<file path="config.mk">
export PLATFORM = sky130hd
export DESIGN_NAME = kc_ls1u_imem_arbiter
export DESIGN_NICKNAME = d
export VERILOG_FILES = /design/src/rtl/kc_ls1u_imem_arbiter.sv
export SDC_FILE = /design/constraint.sdc
export NUM_CORES = 1
export LEC_CHECK = 0
export CAP_MARGIN = 20
export CELL_PAD_IN_SITES_DETAIL_PLACEMENT = 0
export CELL_PAD_IN_SITES_GLOBAL_PLACEMENT = 2
export CORE_ASPECT_RATIO = 1.75
export CORE_MARGIN = 2
export CORE_UTILIZATION = 28
export CTS_CLUSTER_DIAMETER = 200
export DETAILED_ROUTE_END_ITERATION = 8
export MAX_ROUTING_LAYER = met4
export PLACE_DENSITY = 0.9
export SYNTH_ARGS = -nofsm -noshare
export SYNTH_HDL_FRONTEND = slang
export SYNTH_SLANG_ARGS = --single-unit
</file>
<file path="constraint.sdc">
create_clock -name clk -period 4.7 [get_ports clk]
set_input_delay 0.94 -clock clk [delete_from_list [all_inputs] [get_ports clk]]
set_output_delay 0.94 -clock clk [all_outputs]
set_load 0.03 [all_outputs]
</file>
<file path="src/rtl/kc_ls1u_imem_arbiter.sv">
// Shares the KC_LS1u instruction memory between CPU fetch (priority) and debug (starvation-guarded); rsp_v 2 cycles after accept, one fetch in flight.
// A held response blocks new accepts. Define IMEM_OOR_TRAP_EN to flag and zero fetches at or beyond ROM_DEPTH.
module kc_ls1u_imem_arbiter #(
  parameter int ADDR_W     = 24,
  parameter int DATA_W     = 16,
  parameter int STARVE_LIM = 8,
  parameter int ROM_DEPTH  = 26
) (
  input  logic              clk,
  input  logic              rst,
  input  logic              cpu_req_v,
  output logic              cpu_req_rdy,
  input  logic [ADDR_W-1:0] cpu_addr,
  output logic              cpu_rsp_v,
  input  logic              cpu_rsp_rdy,
  output logic [DATA_W-1:0] cpu_instr,
  input  logic              dbg_req_v,
  output logic              dbg_req_rdy,
  input  logic [ADDR_W-1:0] dbg_addr,
  output logic              dbg_rsp_v,
  input  logic              dbg_rsp_rdy,
  output logic [DATA_W-1:0] dbg_instr,
  output logic [ADDR_W-1:0] mem_addr,
  input  logic [DATA_W-1:0] mem_instr,
  output logic              oor_err
);

  localparam logic [1:0] S_IDLE  = 2'd0;
  localparam logic [1:0] S_FETCH = 2'd1;
  localparam logic [1:0] S_RESP  = 2'd2;

  localparam int            CW  = $clog2(STARVE_LIM + 1);
  localparam logic [CW-1:0] LIM = CW'(STARVE_LIM);

  if (STARVE_LIM < 1 || ROM_DEPTH < 1) begin : g_bad_param
    $error("kc_ls1u_imem_arbiter: STARVE_LIM and ROM_DEPTH must be >= 1");
  end

  logic [1:0]        state;
  logic              owner_dbg;
  logic [CW-1:0]     starve_cnt;
  logic              dbg_starved;
  logic              cpu_grant;
  logic              dbg_grant;
  logic              accept;
  logic              rsp_done;
  logic [ADDR_W-1:0] acc_addr;
  logic [DATA_W-1:0] fetch_data;

  // Debug only overrides the CPU once it has lost STARVE_LIM arbitrations in a row.
  assign dbg_starved = dbg_req_v && (starve_cnt == LIM);
  assign cpu_grant   = cpu_req_v && !dbg_starved;
  assign dbg_grant   = dbg_req_v && !cpu_grant;

  assign cpu_req_rdy = !rst && (state == S_IDLE) && cpu_grant;
  assign dbg_req_rdy = !rst && (state == S_IDLE) && dbg_grant;
  assign accept      = cpu_req_rdy || dbg_req_rdy;
  assign acc_addr    = dbg_req_rdy ? dbg_addr : cpu_addr;

  assign rsp_done = owner_dbg ? (dbg_rsp_v && dbg_rsp_rdy) : (cpu_rsp_v && cpu_rsp_rdy);

`ifdef IMEM_OOR_TRAP_EN
  logic oor_pend;
  logic oor_flag;
  logic acc_oor;

  assign acc_oor = ({1'b0, acc_addr} >= (ADDR_W + 1)'(ROM_DEPTH));

  always_ff @(posedge clk or posedge rst) begin
    if (rst) begin
      oor_pend <= 1'b0;
      oor_flag <= 1'b0;
    end else if (accept) begin
      oor_pend <= acc_oor;
      if (acc_oor) oor_flag <= 1'b1;
    end
  end

  assign fetch_data = oor_pend ? '0 : mem_instr;
  assign oor_err    = oor_flag;
`else
  assign fetch_data = mem_instr;
  assign oor_err    = 1'b0;
`endif

  always_ff @(posedge clk or posedge rst) begin
    if (rst) begin
      state      <= S_IDLE;
      owner_dbg  <= 1'b0;
      mem_addr   <= '0;
      cpu_rsp_v  <= 1'b0;
      cpu_instr  <= '0;
      dbg_rsp_v  <= 1'b0;
      dbg_instr  <= '0;
      starve_cnt <= '0;
    end else begin
      case (state)
        S_IDLE: begin
          if (accept) begin
            owner_dbg <= dbg_req_rdy;
            mem_addr  <= acc_addr;
            state     <= S_FETCH;
          end
          if (dbg_req_rdy) begin
            starve_cnt <= '0;
          end else if (cpu_req_rdy && dbg_req_v && (starve_cnt != LIM)) begin
            starve_cnt <= starve_cnt + CW'(1);
          end
        end
        S_FETCH: begin
          if (owner_dbg) begin
            dbg_instr <= fetch_data;
            dbg_rsp_v <= 1'b1;
          end else begin
            cpu_instr <= fetch_data;
            cpu_rsp_v <= 1'b1;
          end
          state <= S_RESP;
        end
        S_RESP: begin
          if (rsp_done) begin
            if (owner_dbg) dbg_rsp_v <= 1'b0;
            else           cpu_rsp_v <= 1'b0;
            state <= S_IDLE;
          end
        end
        default: state <= S_IDLE;
      endcase
    end
  end

endmodule

</file>
==> results.toml <==
[timing]
fmax_mhz = 250.8
period_needed_ns = 3.988
fin_ws_ns = 0.7124
rsz0062_at_grt = "no"
timing.final.crit_share = 0.8484
drv_slew = 0
finalClockSkew_ns = 0.005745
setup_viol = 0
slew_headroom = 0.3546
hold_viol = 0
timing.setup.tns_ns = 0
tightest_slew_ns = 0.9681

[logic_synthesis]
synth-seq-area-share = 0.5359
synth.avg_cell_area_sq_um = 12.92
synth-seq-cells = 65
async_flop_share = 1.000
synth_edf_count = 0
synth_ff_type = "dfrtp_1"
yosysTopAreaCellShare = 0.5359
synthDistinctLibCells = 35
yosysWarnings = 0
yosys-top-cells-area = "dfrtp_1 54%, o221a_2 7.8%, nand4b_1 7.2%"
synth_fp_nets = 307
postSynthCellCount = 235
syn_area_sq_um = 3035
synth_top_area_cell = "dfrtp_1"

[critical_path]
critPathKind = "input port to output port"
worst_ep_arrival_time_ns = 3.05
critPathMaxStageDelay_ns = 0.72
crit_buf_inv = 2
cp_max_fo = 7
rrSetupSlack_ns = 2.36
path_cells = "clkdlybuf4s50_1, or4b_1, a21oi_1, clkdlybuf4s50_1"
cpMaxStageDelayCell = "clkdlybuf4s50_1"
startpoint_type = "input port"
rr_worst_depth = 4
cp_common_cell = "clkdlybuf4s50_1"
worstSetupEndpointType = "output port"
crit_cells = 4
cp.required_ns = 3.76
crit_family = "buffers and inverters"

[grt]
grt_pass1_vias = 2472
grt_use_total = 0.1392
grt_max_degree = 51
antenna_found_initial = 0
grt_pass1_wl_um = 11960
gr-total-overflow = 0

[drt]
ant_nets = 0
vias = 2418
drt_iter0_drc = 68
drc_errors = 0
drt_first_pass_iters = 4
wl_per_cell_um = 15.67
avgViaCountPerCell = 4.875
routed_wl_um = 7772

[power]
p_comb_frac = 0.495
power_switching_share = 0.3787
clkPwrFrac = 0.197
vdd_ir_drop_max_mv = 0.2879
powerDensity_nw_per_um2 = 690.6
seq_power_share = 0.308
p_leak_nw = 1.876
switchingPower_w = 0.001241
intPower_w = 0.002036

[place]
dp.cells = 479
port_buffers = 129
pre_cts_slack_ns = 0.7225
place_congestion = 0.7511
dpl.hpwl_um = 5862

[layout]
layout.cells.non_filler = 496
layout-drive-gt1-share = 0.1913
n_antenna_cell = 0
area_delta_synth_final_pct = 56.35
final_common_cell = "clkdlybuf4s50_1"
fin_nets = 433
layout_common_cells = "129 x clkdlybuf4s50_1, 65 x dfrtp_1, 26 x nand2b_1"

[status]
status = "finished clean"

[clocking]
clock_latency_ns = 0.32
h-tree-depth = 3
tritoncts = "built"
cts.sinks = 65
cts_root_buf = "clkbuf_16"
cts_hold_buf = 0
clock_path_buffers = 2
clkTransAtPathRegs_ns = 0.05
cts_resized = 0
cts_setup_buffers = 0
numCtsBuffers = 9

[floorplanning]
die_area_sq_um = 11720
ios = 131
core_area_sq_um = 10640
start_util = 0.2854
die_h_um = 141.7
die_width_um = 82.71
row_count = 50

[job]
drv_cap = 0

[min_path]
hold_class = "register to register"
hold_depth = 1
worst paths after layout:
kind,from,end
min in group asynchronous,rst,starve_cnt[0]
min reg2reg,dbg_instr[12],dbg_instr[12]
max in group asynchronous,rst,dbg_instr[2]
min,dbg_instr[12],dbg_instr[12]
max reg2reg,state[0],mem_addr[2]
max,dbg_req_v,dbg_req_rdy
cell usage after synthesis, types with 2 or more instances:
library cell / instances
nand2b_1: 26
ha_1: 2
o221a_1: 3
buf_2: 6
o21ai_1: 2
inv_1: 7
mux2_1: 8
mux2_4: 10
nand2_1: 4
a21oi_1: 6
dfrtp_1: 65
o21ai_0: 4
mux2_2: 14
clkbuf_1: 8
buf_4: 5
nand3_1: 2
o221a_2: 21
nand4b_1: 25
routing by layer:
layer,vias up,GRT usage,wire (um)
met2,104,0.2415,4229
li1,1125,-,-
met5,-,-,0
met3,12,0.03435,448
met1,1177,0.1448,2914
met4,0,0.06126,179
metrics by stage:
stage	hold slack [ns]	area, sq um	power [W]	utilization
after global placement	0.4698	4420	0.002619	0.4156
after CTS	0.4930	4731	0.003321	0.4448
after floorplan	0.4727	3035	0.001966	-
final	0.4878	4746	0.003277	0.4462
after detailed placement	0.4809	4441	0.002658	0.4175
after global routing	0.5096	4746	0.003453	0.4462
logic make-up (layout without fill, tap and decap cells):
logic type / count (synthesis) / count (layout) / share of synthesized area
and+or+nand+nor: 66 / 66 / 0.1558
buffers and inverters: 28 / 159 / 0.04576
adders and majority gates: 2 / 2 / 0.008243
AOI/OAI and AO/OA: 41 / 41 / 0.1220
DFF: 65 / 65 / 0.5359
other: 1 / 1 / 0.001235
muxes: 32 / 32 / 0.1311
power groups by stage:
stage	combinational, W	clock [W]	sequential, W
6_report	0.00162	0.000645	0.00101
5_1_grt	0.00172	0.000690	0.00105
4_1_cts	0.00164	0.000666	0.00101
3_5_place_dp	0.00164	0	0.00101
3_3_place_gp	0.00161	0	0.00101
2_1_floorplan	0.000474	0	0.00149
registers in the layout, indices dropped and copies added (netlist names):
signal      flops
cpu_instr      16
dbg_instr      16
cpu_rsp_v       1
starve_cnt      4
dbg_rsp_v       1
state           2
mem_addr       24
owner_dbg       1
layout make-up:
class,instances,area [sq um]
fillers,1020,5889
flip-flops and latches,65,1627
repair buffers,135,1356
multi-input cells,142,1280
clock buffers,13,250.2
well taps,130,162.7
clock inverters,3,40.04
inverters,8,30.03
Note: power is estimated with default switching activity, not from simulation.
==> edit 1: new RTL, config.mk and constraints unchanged <==
Change the parameter `DATA_W` from 16 to 32.
--- a/src/rtl/kc_ls1u_imem_arbiter.sv
+++ b/src/rtl/kc_ls1u_imem_arbiter.sv
@@ -2,7 +2,7 @@
 // A held response blocks new accepts. Define IMEM_OOR_TRAP_EN to flag and zero fetches at or beyond ROM_DEPTH.
 module kc_ls1u_imem_arbiter #(
   parameter int ADDR_W     = 24,
-  parameter int DATA_W     = 16,
+  parameter int DATA_W     = 32,
   parameter int STARVE_LIM = 8,
   parameter int ROM_DEPTH  = 26
 ) (
Interface: changed (resized cpu_instr, dbg_instr and mem_instr); port bits go from 131 to 179. No check against the original RTL was run, so the function may have changed too.
==> edit 1 against the unedited design <==
- non-clock buffer count rose by 47
- sequential cell count rose by 32
- synthesized area rose by 38%
- critical path type unchanged
- routed wire length rose by 37%
- setup slack improved by 0.39 ns
- final area rose by 36%
- power rose by 44%
- die area rose by 36%
==> edit 1: results (changes against the unedited design) <==
status finished clean; half-perimeter wire length of the detailed placement result 7.975 mm (+36%); Max Fanout on Critical Path 33 (+26); Post-Route WL 10.65 mm (+37%); later-pin clock latency in the skew report roughly 0.33 ns; sequential cell area fraction in the yosys report 58.10% (+4.5 points); buffers added on ports 177 (+37%); first-pass GRT wire length 16.03 mm (+34%); DP Worst Slack 1.114 ns (+0.3911 ns); clock skew 0.008502 ns (+0.002757 ns); highest cell delay on the worst timing path 0.70 ns (-0.02 ns); GRT Total Usage 13.40% (-0.51 points); buffer levels on the longest clock path 2 (unchanged); area after detailed placement 6127 sq um (+38%); reported leakage power 0.002521 uW (+34%); final weighted congestion in routability-driven placement 0.7721 (+2.8%); number of filler instances in the final layout 1390 (+36%); arrival time of data at the critical path endpoint 2.65 ns (-0.40 ns); via count of the first global-routing pass 3243 (+31%); switching power share of the total 40.13% (+2.3 points); Final Net Count 561 (+30%); maximum number of pins on one net before global-route repair 72 (+41%); via count 3126 (+29%); layout cells sized above 1 24.48% (+5.4 points); total nets after synthesis 393 (+28%); number of cells traversed by the worst register-to-register path 4 (unchanged); number of DRC violations after detailed-routing iteration 0 92 (+35%); number of distinct library cells after synthesis 30 (-14%); placed cell count 644 (+34%); average footprint of a synthesized cell 13.70 sq um (+6.0%); Regs by FF count cpu_instr: 32 flops, dbg_instr: 32 flops, mem_addr: 24 flops
[edit 1: changes by cell type after synthesis, moves of 4 or more]
cell / before / now
sky130_fd_sc_hd__clkbuf_1: 8 / 12
sky130_fd_sc_hd__mux2_4: 10 / 0
sky130_fd_sc_hd__mux2_1: 8 / 0
sky130_fd_sc_hd__nor2_1: 0 / 7
sky130_fd_sc_hd__mux2_2: 14 / 64
sky130_fd_sc_hd__buf_4: 5 / 1
sky130_fd_sc_hd__dfrtp_1: 65 / 97
[edit 1: final timing paths]
kind	start	endpoint	slack [ns]
setup / recovery	cpu_req_v	cpu_req_rdy	1.11
hold / removal	cpu_instr[11]	cpu_instr[11]	0.51
setup reg to reg	state[0]	mem_addr[7]	2.38
hold reg to reg	cpu_instr[11]	cpu_instr[11]	0.51
max in group asynchronous	rst	mem_addr[14]	2.55
min in group asynchronous	rst	dbg_instr[14]	1.26
[edit 1: stage by stage]
| step | util (%) | hold slack, ns |
|---|---|---|
| 6_report | 43.71 | 0.5069 |
| 5_1_grt | 43.71 | 0.5170 |
| 4_1_cts | 43.61 | 0.5103 |
| 3_5_place_dp | 41.50 | 0.4940 |
| 3_3_place_gp | 41.50 | 0.4885 |
| 2_1_floorplan | - | 0.4642 |
[edit 1: worst max-delay path, delay by kind of cell]
kind | cells | cell delay, ns
buf+inv | 3 | 1.45
simple gates | 1 | 0.26
[edit 1: power by group through the flow]
stage,combinational [uW],sequential (uW),clock (uW)
finish,2470,1510,747
global route,2610,1570,808
CTS,2480,1520,778
detailed placement,2490,1520,0
global placement,2440,1510,0
floorplan,700,2240,0
[edit 1: area by class of cell]
class | instances | share of cell area, %
multi-input cells | 178 | 25.38
clock buffers | 9 | 3.490
repair buffers | 182 | 28.31
inverters | 5 | 0.3296
flip-flops and latches | 97 | 37.61
well taps | 183 | 3.548
clock inverters | 7 | 1.338
[edit 1: kinds of logic after synthesis]
logic type               share of synthesized area (%)
flip-flops                                       58.10
AND/OR/NAND/NOR                                  12.67
multiplexers                                     17.25
AO/OA/AOI/OAI                                    8.086
buffers and inverters                            3.205
adder cells (fa/ha/maj)                         0.5989
other                                          0.08976
[edit 1: per-layer routing]
metal | routed length (um) | share of wire [%] | track usage, %
met5 | 0 | 0 | -
met4 | 156 | 1.5 | 4.097
met1 | 4156 | 39 | 14.32
met2 | 5643 | 53 | 24.21
met3 | 694 | 6.5 | 3.040
==> edit 2: new RTL, config.mk and constraints unchanged <==
Without the edit above. Register the output `dbg_instr` once more, without a reset; this adds one clock of latency there. The other outputs are not delayed to match.
--- a/src/rtl/kc_ls1u_imem_arbiter.sv
+++ b/src/rtl/kc_ls1u_imem_arbiter.sv
@@ -31,6 +31,8 @@
 
   localparam int            CW  = $clog2(STARVE_LIM + 1);
   localparam logic [CW-1:0] LIM = CW'(STARVE_LIM);
+
+  logic [DATA_W-1:0] dbg_instr_s0;
 
   if (STARVE_LIM < 1 || ROM_DEPTH < 1) begin : g_bad_param
     $error("kc_ls1u_imem_arbiter: STARVE_LIM and ROM_DEPTH must be >= 1");
@@ -91,7 +93,7 @@
       cpu_rsp_v  <= 1'b0;
       cpu_instr  <= '0;
       dbg_rsp_v  <= 1'b0;
-      dbg_instr  <= '0;
+      dbg_instr_s0 <= '0;
       starve_cnt <= '0;
     end else begin
       case (state)
@@ -109,7 +111,7 @@
         end
         S_FETCH: begin
           if (owner_dbg) begin
-            dbg_instr <= fetch_data;
+            dbg_instr_s0 <= fetch_data;
             dbg_rsp_v <= 1'b1;
           end else begin
             cpu_instr <= fetch_data;
@@ -129,5 +131,9 @@
     end
   end
 
+  always_ff @(posedge clk) begin
+    dbg_instr <= dbg_instr_s0;
+  end
+
 endmodule
 
Check against the original RTL: not equivalent (a bounded check fails within 4 cycles, from zero or initial values and one cycle with rst high).
==> edit 2 against the unedited design <==
- first-iteration DRC count grew 10%
- routed wire length grew 4.6%
- sequential cell count grew 16
- hold slack lost 0.12 ns
- final area grew 6.3%
- clock skew shrank 0.0012 ns
- setup slack gained 0.70 ns
- final cell count grew 4.2%
- power grew 11%
- synthesized area grew 9.5%
- combinational power grew 3%
- largest power group unchanged
- highest routed layer unchanged
==> edit 2: results (changes against the unedited design) <==
clock group power 739 uW (+15%); fraction of the mapped netlist area in compound gates 10.16% (-2.0 points); maximum number of pins on one net before global-route repair 50 (-2.0%); number of cells traversed by the worst register-to-register path 6 (+2); DP Worst Slack 1.357 ns (+0.6347 ns); met2 track demand over resource in global routing 22.42% (-1.7 points); routed vias/inst 4.774 (-2.1%); cell types with the highest counts after synthesis sky130_fd_sc_hd__dfrtp_1 (65), sky130_fd_sc_hd__mux2_2 (32), sky130_fd_sc_hd__nand4b_1 (26); Critical R2R Launch starve_cnt[0]; reported leakage power 0.001965 uW (+4.7%); total nets after synthesis 326 (+6.2%); via count of the first global-routing pass 2589 (+4.7%); hold path start dbg_instr_s0[6]; synthesized-area fraction occupied by adder cells 0.7527% (-0.072 points); arrival time of data at the critical path endpoint 2.35 ns (-0.70 ns); WHS Path Cells 0 (-1); clock skew 0.004511 ns (-0.001234 ns); met2 routed WL 4.275 mm (+1.1%); half-perimeter wire length of the detailed placement result 6.057 mm (+3.3%); Hold EP dbg_instr[6]; Diodes inserted 0 (unchanged); slack of the worst reg-to-reg path 2.25 ns (-0.11 ns); highest cell delay on the worst timing path 0.56 ns (-0.16 ns); number of DRC violations after detailed-routing iteration 0 75 (+10%); number of distinct library cells after synthesis 29 (-17%); Final Net Count 449 (+3.7%); switching power share of the total 36.80% (-1.1 points); register share of total power 33.9% (+3.1 points); Max Fanout on Critical Path 5 (-2); met3 wire length 390 um (-13%); GRT Total Usage 13.65% (-0.27 points); library cell used as clock root buffer sky130_fd_sc_hd__clkbuf_16; layout cells sized above 1 21.73% (+2.6 points); first-pass GRT wire length 13.25 mm (+11%); placed cell count 501 (+4.6%); M1 wire length 3.363 mm (+15%); status finished clean; clock network power share 20.3% (+0.6 points); maximum vdd drop 0.1808 mV (-37%); average footprint of a synthesized cell 13.09 sq um (+1.3%); FF-to-FF End mem_addr[8]; area after detailed placement 4722 sq um (+6.3%); via count 2468 (+2.1%); global routing met1 resource utilization 15.89% (+1.4 points); Post-Route WL 8.130 mm (+4.6%); Worst-Margin Slew 1.071 ns (+0.1030 ns); class of the worst hold path register to register; number of filler instances in the final layout 1116 (+9.4%); sequential cell area fraction in the yosys report 58.56% (+5.0 points); final weighted congestion in routability-driven placement 0.7232 (-3.7%); largest cells by area after synthesis sky130_fd_sc_hd__dfrtp_1 (49%), sky130_fd_sc_hd__mux2_2 (11%), sky130_fd_sc_hd__dfxtp_1 (9.6%), sky130_fd_sc_hd__o221a_2 (8.1%), sky130_fd_sc_hd__nand4b_1 (6.8%)
[edit 2: worst register-to-register path: stages (launching register included)]
cell	delay [ns]
sky130_fd_sc_hd__dfrtp_1	0.37
sky130_fd_sc_hd__inv_1	0.07
sky130_fd_sc_hd__ha_1	0.20
sky130_fd_sc_hd__nand4b_1	0.17
sky130_fd_sc_hd__buf_4	0.33
sky130_fd_sc_hd__a21boi_2	0.88
sky130_fd_sc_hd__o221a_2	0.38
[edit 2: logic make-up after synthesis]
family,count (synthesis)
buffers and inverters,27
other,1
adder cells (fa/ha/maj),2
AND/OR/NAND/NOR,76
AO/OA/AOI/OAI,35
multiplexers,32
flip-flops,81
[edit 2: area by class of cell]
type	count	area [sq um]	area share, %
sequential	81	1947	38.60
timing repair buffer	134	1324	26.25
multi-input combinational	146	1264	25.06
clock buffer	11	242.7	4.813
tap	135	168.9	3.349
clock inverter	5	78.83	1.563
inverter	5	18.77	0.3721
